==> src/rtl/vrp_rr_arb.sv <==
// Round-robin N:1 valid/ready arbiter with packet lock; multi-beat packets hold the grant until last.
// Optional 2-entry skid FIFO on the master side when VRP_RR_ARB_OUT_REG_EN is defined.
module vrp_rr_arb #(
  parameter int WIDTH     = 8,
  parameter int PLD_WIDTH = 32,
  localparam int IDX_W    = (WIDTH > 1) ? $clog2(WIDTH) : 1
) (
  input  logic                 clk,
  input  logic                 rst,
  input  logic [WIDTH-1:0]     v_vld_s,
  input  logic [PLD_WIDTH-1:0] v_pld_s [WIDTH-1:0],
  input  logic [WIDTH-1:0]     v_last_s,
  output logic [WIDTH-1:0]     v_rdy_s,
  input  logic                 rdy_m,
  output logic                 vld_m,
  output logic [PLD_WIDTH-1:0] pld_m,
  output logic                 last_m,
  output logic [IDX_W-1:0]     idx_m
);

  logic [IDX_W-1:0] ptr_q, ptr_d;
  logic             lock_q, lock_d;
  logic [IDX_W-1:0] lockIdx_q, lockIdx_d;

  logic [IDX_W-1:0] grantIdx;
  logic             grantVld;
  logic             grantLast;
  logic             arbVld;
  logic             intRdy;
  logic             xfer;

  // Locked: only the packet owner may proceed. Unlocked: first valid searching cyclically from ptr.
  always_comb begin
    int j;
    j        = 0;
    grantIdx = '0;
    grantVld = 1'b0;
    if (lock_q) begin
      grantIdx = lockIdx_q;
      grantVld = v_vld_s[lockIdx_q];
    end else begin
      for (int k = WIDTH - 1; k >= 0; k--) begin
        j = int'(ptr_q) + k;
        if (j >= WIDTH) j = j - WIDTH;
        if (v_vld_s[IDX_W'(j)]) begin
          grantVld = 1'b1;
          grantIdx = IDX_W'(j);
        end
      end
    end
  end

  assign grantLast = v_last_s[grantIdx];
  assign arbVld    = grantVld && !rst;
  assign xfer      = arbVld && intRdy;

  always_comb begin
    v_rdy_s = '0;
    if (xfer) v_rdy_s[grantIdx] = 1'b1;
  end

  always_comb begin
    ptr_d     = ptr_q;
    lock_d    = lock_q;
    lockIdx_d = lockIdx_q;
    if (xfer) begin
      if (grantLast) begin
        lock_d = 1'b0;
        ptr_d  = (grantIdx == IDX_W'(WIDTH - 1)) ? '0 : grantIdx + 1'b1;
      end else begin
        lock_d    = 1'b1;
        lockIdx_d = grantIdx;
      end
    end
  end

  always_ff @(posedge clk) begin
    if (rst) begin
      ptr_q     <= '0;
      lock_q    <= 1'b0;
      lockIdx_q <= '0;
    end else begin
      ptr_q     <= ptr_d;
      lock_q    <= lock_d;
      lockIdx_q <= lockIdx_d;
    end
  end

`ifdef VRP_RR_ARB_OUT_REG_EN
  localparam int ENT_W = IDX_W + 1 + PLD_WIDTH;

  logic [ENT_W-1:0] ent0_q, ent0_d;
  logic [ENT_W-1:0] ent1_q, ent1_d;
  logic [1:0]       count_q, count_d;
  logic [ENT_W-1:0] pushEnt;
  logic             push;
  logic             pop;

  // Ready depends only on registered occupancy, so rdy_m never reaches v_rdy_s combinationally.
  assign intRdy  = (count_q < 2'd2);
  assign pushEnt = {grantIdx, grantLast, v_pld_s[grantIdx]};
  assign push    = xfer;
  assign vld_m   = (count_q != 2'd0) && !rst;
  assign pop     = vld_m && rdy_m;

  always_comb begin
    ent0_d  = ent0_q;
    ent1_d  = ent1_q;
    count_d = count_q;
    unique case ({push, pop})
      2'b10: begin
        if (count_q == 2'd0) ent0_d = pushEnt;
        else                 ent1_d = pushEnt;
        count_d = count_q + 2'd1;
      end
      2'b01: begin
        ent0_d  = ent1_q;
        count_d = count_q - 2'd1;
      end
      2'b11: begin
        if (count_q == 2'd1) begin
          ent0_d = pushEnt;
        end else begin
          ent0_d = ent1_q;
          ent1_d = pushEnt;
        end
      end
      default: ;
    endcase
  end

  always_ff @(posedge clk) begin
    if (rst) begin
      ent0_q  <= '0;
      ent1_q  <= '0;
      count_q <= '0;
    end else begin
      ent0_q  <= ent0_d;
      ent1_q  <= ent1_d;
      count_q <= count_d;
    end
  end

  assign idx_m  = vld_m ? ent0_q[ENT_W-1 -: IDX_W] : '0;
  assign last_m = vld_m ? ent0_q[PLD_WIDTH]        : 1'b0;
  assign pld_m  = vld_m ? ent0_q[PLD_WIDTH-1:0]    : '0;
`else
  assign intRdy = rdy_m;
  assign vld_m  = arbVld;
  assign idx_m  = arbVld ? grantIdx           : '0;
  assign last_m = arbVld ? grantLast          : 1'b0;
  assign pld_m  = arbVld ? v_pld_s[grantIdx]  : '0;
`endif

endmodule

==> config.mk <==
export PLATFORM = sky130hd
export DESIGN_NAME = vrp_rr_arb
export DESIGN_NICKNAME = d
export VERILOG_FILES = /design/src/rtl/vrp_rr_arb.sv
export SDC_FILE = /design/constraint.sdc
export NUM_CORES = 1
export LEC_CHECK = 0
export CAP_MARGIN = 20
export CORE_AREA = 2 2 125 127
export DETAILED_ROUTE_END_ITERATION = 8
export DIE_AREA = 0 0 127 129
export PLACE_DENSITY_LB_ADDON = 0.15
export SYNTH_ARGS = -nofsm -noshare
export SYNTH_HDL_FRONTEND = slang
export SYNTH_SLANG_ARGS = --single-unit
==> constraint.sdc <==
create_clock -name clk -period 5.78 [get_ports clk]
set_input_delay 1.156 -clock clk [delete_from_list [all_inputs] [get_ports clk]]
set_output_delay 1.156 -clock clk [all_outputs]
set_load 0.02 [all_outputs]
==> results of run 1 <==
## cell type report
class / instances / area (µm²) / area share
repair buffers: 419 / 4030 / 0.495
multi-input cells: 566 / 3580 / 0.440
well taps: 188 / 235 / 0.0289
flip-flops and latches: 7 / 140 / 0.0172
clock buffers: 3 / 75.1 / 0.00923
inverters: 12 / 57.6 / 0.00707
diodes: 5 / 12.5 / 0.00154
clock inverters: 1 / 5.00 / 0.000615
repair inverters: 1 / 3.75 / 0.000461
## power groups by stage
stage               Sequential [mW]  Clock, mW  Combinational (mW)
finish                       0.0850      0.118                4.61
global route                 0.0878      0.123                4.99
CTS                          0.0847      0.119                4.53
detailed placement           0.0849          0                4.41
global placement             0.0838          0                4.41
floorplan                    0.0725          0                2.62
## logic make-up after synthesis
group	count (synthesis)
flops	7
buf+inv	75
mux	43
fa+ha+maj	4
xor+xnor	3
simple gates	378
compound gates	138
## path summary, 6_finish.rpt
check,cells after the start,endpoint,start
worst max-delay path,15,pld_m[22],v_vld_s[2]
worst min-delay path,2,lockIdx_q[1],lockIdx_q[1]
worst max register to register,14,ptr_q[2],ptr_q[0]
worst min register to register,2,lockIdx_q[1],lockIdx_q[1]
## state kept, by name, indices dropped and copies added, names as in the netlist
| name | flops |
|---|---|
| lockIdx_q | 3 |
| lock_q | 1 |
| ptr_q | 3 |
## critical path: stages
cell           delay, ps
dlygate4sd2_1        290
mux4_2               500
nor2b_1              150
or4_1                530
o32ai_2              290
a21oi_4               90
buf_4                160
inv_6                110
bufbuf_16            310
buf_4                130
nand2_1               40
and3_1               170
a311o_1              300
a21oi_1              150
buf_4                170
## routing by layer
| layer | wire length, µm | vias to the layer above | global-route usage |
|---|---|---|---|
| met5 | 0 | - | 0 |
| met1 | 9400 | 2941 | 0.321 |
| met3 | 1610 | 28 | 0.0582 |
| met2 | 11400 | 254 | 0.452 |
| met4 | 556 | 0 | 0.0879 |
| li1 | - | 3082 | - |
## what timing repair did
action	4_1_cts	5_1_grt
gates resized for setup	120	64
endpoints found under the setup margin	37	35
cloned	2	0
buffers inserted	7	6
pin swaps	1	4
## metrics by stage
step                utilization  cell area (µm²)  hold slack, ps  power, mW  cells
CTS                       0.545             8160             571       4.73   1191
detailed placement        0.529             7930             532       4.49   1178
global placement          0.529             7930             526       4.50   1178
finish                    0.543             8140             562       4.81   1202
global route              0.543             8130             600       5.20   1200
floorplan                     -             3990             485       2.69    648
## cells in the mapped netlist, drive strengths merged (5+ instances only)
cell type,n,area share
mux2,11,0.031
buf,25,0.041
a21oi,43,0.055
nand2,257,0.24
a211oi,6,0.011
and3,60,0.094
and2,6,0.0094
dfxtp,7,0.035
mux2i,16,0.040
clkbuf,38,0.036
mux4,16,0.090
nor2,32,0.030
o221ai,5,0.011
a311o,61,0.15
inv,12,0.011
==> flow_summary.yaml, run 1 <==
floorplanning:
  design.portCount: 320
  die_h_um: 129
  core_area_mm2: 0.0150
  die_w_um: 127
  start_util: 0.266
  row_count: 45
  dieArea_mm2: 0.0164
synth:
  yosysUniqueCellTypes: 52
  synth_edf_count: 0
  ys_async_sr_fraction: 0
  synth_cells: 648
  synth-main-ff-cell: "dfxtp_1"
  synthAdderAreaFrac: 0.0125
  syn_avg_cell_area_um2: 6.16
  yosysWarnings: 0
  synth_simple_gate_area_share: 0.411
  synthXorXnorAreaFrac: 0.00659
  synth_compound_area_frac: 0.285
  syn_nets: 927
  syn_area_mm2: 0.00399
  yosysSeqAreaShare: 0.0351
  synth_seq_cells: 7
  synth_top_family_by_area: "simple AND/OR/NAND/NOR gates"
  synth_mux_area_frac: 0.161
pwr:
  intPower_mw: 2.39
  clkPwrFrac: 0.024
  p_leak_nw: 3.50
  switching_share: 0.503
  p_seq_frac: 0.018
  p_switching_mw: 2.42
  peakVddDrop_v: 0.000295
  p_comb_frac: 0.958
  p_per_area_mw_per_mm2: 591
route:
  avgViaCountPerCell: 5.25
  ant_nets: 0
  via_count: 6305
  post_drt_wl_per_cell_um: 19.1
  drc: 0
  dr.first_iter.drc_count: 321
  first_pass_iters: 5
  wirelength_mm: 22.9
cts:
  cts.path.max_buffers: 2
  cts_htree_levels: 1
  clkTransAtPathRegs_ps: 40
  cts_root_buf: "clkbuf_16"
  insertion_delay_ps: 230
  cts_hold_buf: 0
  cts_made_buffers: 3
  clock-sinks: 7
  cts_tree: "built"
grt:
  grt_max_degree: 36
  grt_pass1_wl_mm: 34.0
  grtUsageTotal: 0.261
  antenna_found_initial: 4
  grt_overflow: 0
  grt_pass1_vias: 6283
timing:
  finalHoldViolations: 0
  fmax_ghz: 0.175
  finClkSkew_ps: 0.782
  period_share: 0.989
  slew_headroom: 0.633
  setup_viol: 0
  final.setup.worst_slack_ps: 63.8
  tightest_slew_ps: 550
  timing.setup.tns_ps: 0
  maxSlewViolCount: 0
  period_needed_ps: 5720
  rsz0062_at_grt: "yes"
run_status:
  outcome: "finished, final reports clean"
setup_path:
  worstSetupPathType: "in -> out"
  required_ps: 4620
  reg2reg_slack_ps: 1500
  critPathLaunchType: "primary input"
  arrival_ps: 4560
  end_kind: "output pin"
  cp_max_fo: 17
worst_hold_path:
  min_path_type: "reg -> reg"
layout:
  nFillCells: 1523
  drive_above_1_share: 0.186
  nets: 1289
  final_cell_mix: "274 x clkdlybuf4s50_1, 256 x nand2_1, 98 x buf_4"
  final_common_cell: "clkdlybuf4s50_1"
  area_growth_pct: 104
placement:
  post-place-ws_ps: -598
  dp_hpwl_mm: 18.1
  io_buffers: 319
  gp_congestion: 0.929
flow_run:
  cap_viol_max_count: 0
No activity file was read; power rests on OpenSTA's default activity.
==> run 2, diff against run 1 <==
Settings changed: CAP_MARGIN 20 to default, MAX_ROUTING_LAYER from default to met4.
==> run 2 against run 1 <==
  * Clock skew is essentially flat
  * Clock power is essentially flat
  * Non-clock buffer count grew 1
  * Register-to-register slack is essentially flat
  * Worst hold slack is essentially flat
  * Routed wire length grew 0.66%
  * Sequential cell count is the same
  * Worst setup slack gained 3.6 ps
  * Via count grew 0.30%
  * Final cell count is essentially flat
  * Largest cell class unchanged
==> flow_summary.yaml, run 2 (same netlist as run 1, synthesis figures left out) <==
run_status:
  outcome: "finished, final reports clean"
floorplanning:
  design.portCount: 320
  die_w_um: 127
  core_area_mm2: 0.0150
  dieArea_mm2: 0.0164
  die_h_um: 129
  start_util: 0.266
  row_count: 45
setup_path:
  worstSetupPathType: "in -> out"
  cp_slowest_cell: "mux4_2"
  cp_common_cell: "buf_4"
  required_ps: 4620
  arrival_ps: 4560
  critPathLaunchType: "primary input"
  cp_slowest_stage_delay_ps: 550
  cp_max_fo: 17
  cp_top_family: "buffers and inverters"
  crit_buf_inv: 5
  regToRegStartpoint: "ptr_q[0]"
  end_kind: "output pin"
  crit_start: "v_vld_s[7]"
  cp_cell_sequence: "clkdlybuf4s50_1, mux4_2, mux2_2, or4_4, nor3_4, a2111oi_4, clkbuf_16, buf_4, buf_12, and3_1, a311o_1, a21oi_2, buf_4"
cts:
  cts_tree: "built"
  cts_made_buffers: 3
  clkTransAtPathRegs_ps: 40
  insertion_delay_ps: 230
  cts.path.max_buffers: 2
  cts_hold_buf: 0
  cts_root_buf: "clkbuf_16"
  cts_htree_levels: 1
  clock-sinks: 7
pwr:
  switching_share: 0.501
  peakVddDrop_v: 0.000295
  p_seq_frac: 0.018
  p_switching_mw: 2.43
  intPower_mw: 2.42
  power_mw: 4.85
  p_leak_nw: 3.52
  p_comb_frac: 0.958
  clkPwrFrac: 0.024
  p_per_area_mw_per_mm2: 594
layout:
  final_common_cell: "clkdlybuf4s50_1"
  final_cell_count_no_fill: 1203
  final_cell_mix: "274 x clkdlybuf4s50_1, 256 x nand2_1, 96 x buf_4"
  drive_above_1_share: 0.187
  biggestRegsByFlops: "lockIdx_q: 3 flops, ptr_q: 3 flops, lock_q: 1 flops"
  area_growth_pct: 105
  postLayoutCellArea_mm2: 0.00817
  nets: 1290
route:
  via_count: 6324
  first_pass_iters: 4
  drc: 0
  avgViaCountPerCell: 5.26
  dr.first_iter.drc_count: 344
  ant_nets: 0
  wirelength_mm: 23.1
  post_drt_wl_per_cell_um: 19.2
grt:
  antenna_found_initial: 4
  grt_pass1_wl_mm: 34.0
  grt_max_degree: 36
  grt_overflow: 0
  grt_pass1_vias: 6294
  grtUsageTotal: 0.269
timing:
  tightest_slew_ps: 572
  finClkSkew_ps: 0.697
  timing.setup.tns_ps: 0
  fmax_ghz: 0.175
  period_share: 0.988
  slew_headroom: 0.618
  maxSlewViolCount: 0
  setup_viol: 0
  finalHoldViolations: 0
  rsz0062_at_grt: "yes"
  period_needed_ps: 5710
flow_run:
  cap_viol_max_count: 0
placement:
  dp.cells: 1178
  dpl_cell_area_mm2: 0.00793
  gp_congestion: 0.945
  io_buffers: 319
  dp_hpwl_mm: 18.1
worst_hold_path:
  min_path_type: "reg -> reg"
  hold_path_startpoint: "lockIdx_q[1]"
==> run 2: cell count changes in the layout (fill, tap and decap cells not counted) <==
cell       previous run  this run
buf_4                98        96
clkbuf_16             4         5
buf_12               14        15
buf_2                17        18
==> run 2: path summary, 6_finish.rpt <==
path                        to  slack [ps]  depth (start not counted)
setup / recovery     pld_m[13]          70                         13
hold / removal    lockIdx_q[1]         560                          2
setup reg to reg      ptr_q[2]        1510                         14
hold reg to reg   lockIdx_q[1]         560                          2
==> run 2: layout make-up <==
type / instances / area (µm²)
diodes: 5 / 12.5
clock buffers: 3 / 75.1
clock inverters: 1 / 5.00
fillers: 1516 / 6810
inverters: 12 / 57.6
multi-input cells: 566 / 3580
flip-flops and latches: 7 / 140
well taps: 188 / 235
repair buffers: 420 / 4060
repair inverters: 1 / 3.75
==> run 2: power by group through the flow <==
stage          Clock, mW  Combinational, mW  Sequential (mW)
5_1_grt            0.123               5.03           0.0879
3_5_place_dp           0               4.41           0.0849
2_1_floorplan          0               2.62           0.0725
6_report           0.119               4.65           0.0853
4_1_cts            0.119               4.53           0.0847
3_3_place_gp           0               4.41           0.0838
==> run 2: what timing repair did <==
item,CTS,global route
endpoints found under the setup margin,37,35
setup buffers,7,6
gates cloned,2,1
pin swaps,1,5
resized for setup,120,63
==> run 2: per-stage QoR <==
stage                     utilization  setup slack (ps)  hold WS [ps]
after floorplan                     -               512           485
after global placement          0.529              -548           526
after detailed placement        0.529              -598           532
after CTS                       0.545              21.1           571
after global routing            0.545             -65.3           600
final                           0.546              67.4           562
==> run 2: layer usage <==
metal	part of all wire	track usage
met5	0	-
met4	0.028	0.0886
met3	0.068	0.0511
met2	0.49	0.452
met1	0.41	0.325
==> run 2: worst reg2reg max path: stages (launching register included) <==
cell and delay [ps]:
dfxtp_1 320, inv_1 100, ha_1 600, mux2_2 410, mux4_2 570, a211oi_4 300, nor3_4 80, a2111oi_4 390
clkbuf_16 230, inv_4 80, buf_4 150, buf_4 140, ha_1 190, ha_1 290, mux2_1 300
==> run 3, diff against run 2 <==
Settings changed: CORE_AREA 2 2 125 127 to 2 2 126 128, DIE_AREA 0 0 127 129 to 0 0 128 130, DONT_BUFFER_PORTS from default to 1.
Clock period 5.78 ns to 4.85 ns, I/O delays scaled along.
==> run 3 against run 2 <==
  * Global-route usage decreased by 5.1 points
  * Sequential share of layout area increased by 1.1 points
  * Power increased by 5.1%
  * Utilization decreased by 23 points
  * Critical path depth decreased by 1
  * Die area increased by 1.6%
  * Worst setup slack improved by 47 ps
  * Clock power increased by 22%
  * Combinational power increased by 4.3%
  * Critical path type unchanged
  * Sequential power increased by 17%
  * First-iteration DRC count increased by 8.4%
  * Register-to-register slack got worse by 340 ps
==> flow_summary.yaml, run 3 (same netlist as run 1, synthesis figures left out) <==
route:
  first_pass_iters: 5
  avgViaCountPerCell: 6.05
  wirelength_mm: 19.5
  post_drt_wl_per_cell_um: 23.2
  via_count: 5089
  drc: 0
  ant_nets: 0
  dr.first_iter.drc_count: 373
setup_path:
  cp_common_cell: "a21oi_4"
  cp_top_family: "compound AO/OA/AOI/OAI gates"
  arrival_ps: 3770
  required_ps: 3880
  cp_max_fo: 15
  cp_cell_sequence: "mux4_2, nor2b_1, or4_1, o32ai_2, a21oi_4, inv_4, buf_12, buf_4, nand2_1, and3_1, a311o_1, a21oi_4"
  end_kind: "output pin"
  cp_slowest_stage_delay_ps: 520
  worstSetupPathType: "in -> out"
  cp_slowest_cell: "or4_1"
  crit_buf_inv: 3
  critPathLaunchType: "primary input"
floorplanning:
  die_w_um: 128
  design.portCount: 320
  row_count: 46
  start_util: 0.259
  dieArea_mm2: 0.0166
  die_h_um: 130
  core_area_mm2: 0.0154
grt:
  grt_pass1_vias: 4697
  grt_max_degree: 50
  grt_pass1_wl_mm: 27.4
  antenna_found_initial: 3
  grtUsageTotal: 0.218
  grt_overflow: 0
layout:
  final_cell_mix: "256 x nand2_1, 61 x a311o_1, 60 x and3_1"
  drive_above_1_share: 0.207
  biggestRegsByFlops: "lockIdx_q: 3 flops, ptr_q: 3 flops, lock_q: 1 flops"
  final_common_cell: "nand2_1"
  utilization: 0.319
  area_growth_pct: 23.4
  nets: 926
  postLayoutCellArea_mm2: 0.00492
  final_cell_count_no_fill: 841
cts:
  cts_htree_levels: 1
  cts_made_buffers: 3
  insertion_delay_ps: 240
  clock-sinks: 7
  cts_root_buf: "clkbuf_16"
  cts.path.max_buffers: 2
  clkTransAtPathRegs_ps: 40
  cts_tree: "built"
pwr:
  p_leak_nw: 1.95
  intPower_mw: 2.17
  peakVddDrop_v: 0.000313
  p_comb_frac: 0.952
  p_per_area_mw_per_mm2: 1040
  p_switching_mw: 2.93
  clkPwrFrac: 0.028
  power_mw: 5.10
  p_seq_frac: 0.020
  switching_share: 0.574
timing:
  hold-worst-slack_ps: 560
  setup_viol: 0
  maxSlewViolCount: 0
  slew_headroom: 0.678
  final.setup.worst_slack_ps: 114
  fmax_ghz: 0.211
  period_share: 0.976
  timing.setup.tns_ps: 0
  period_needed_ps: 4740
  finalHoldViolations: 0
  tightest_slew_ps: 482
  finClkSkew_ps: 1.22
placement:
  io_buffers: 0
  dp_hpwl_mm: 15.7
  post-place-ws_ps: 67.2
  gp_congestion: 0.871
  dp.cells: 834
  dpl_cell_area_mm2: 0.00478
flow_run:
  cap_viol_max_count: 0
worst_hold_path:
  min_path_type: "reg -> reg"
run_status:
  outcome: "finished, final reports clean"
run 3: timing repair:
item | 4_1_cts | 5_1_grt
hold endpoints to repair | 0 | 0
setup buffers | 0 | 0
pin swaps | 0 | 1
endpoints found under the setup margin | 33 | 33
resized for setup | 2 | 10
hold buffers | 0 | 0
run 3: final timing paths:
check	start	endpoint	slack (ps)	depth (start not counted)
max	v_vld_s[2]	pld_m[26]	110	12
min	lockIdx_q[2]	lockIdx_q[2]	560	2
max reg2reg	ptr_q[0]	ptr_q[1]	1170	14
min reg2reg	lockIdx_q[2]	lockIdx_q[2]	560	2
run 3: area by class of cell:
type	instances	area, µm²
diodes	3	7.51
clock buffers	3	75.1
clock inverters	1	5.00
fillers	1675	10500
inverters	12	50.0
multi-input cells	566	3850
flip-flops and latches	7	140
well taps	192	240
repair buffers	57	556
run 3: power groups by stage:
stage	clock network, mW	logic (mW)	registers [mW]
finish	0.145	4.85	0.0999
global placement	0	4.75	0.102
detailed placement	0	4.81	0.100
CTS	0.146	4.84	0.0994
floorplan	0	3.60	0.0863
global route	0.149	5.24	0.103
run 3: worst register-to-register path: stages, from the launching register on:
cell and delay (ps):
dfxtp_1 340, buf_6 250, mux4_2 570, nor2b_1 150, or4_1 520, o32ai_2 290, a21oi_4 70, inv_4 110
buf_12 150, buf_4 150, buf_4 130, nand2_1 50, o32a_1 310, o21ai_2 110, mux2_1 350
run 3: layer usage:
metal,GRT usage,up-vias,part of all wire
li1,-,2349,-
met1,0.272,2433,0.40
met2,0.367,277,0.51
met3,0.0336,30,0.070
met4,0.0621,0,0.023
met5,-,-,0
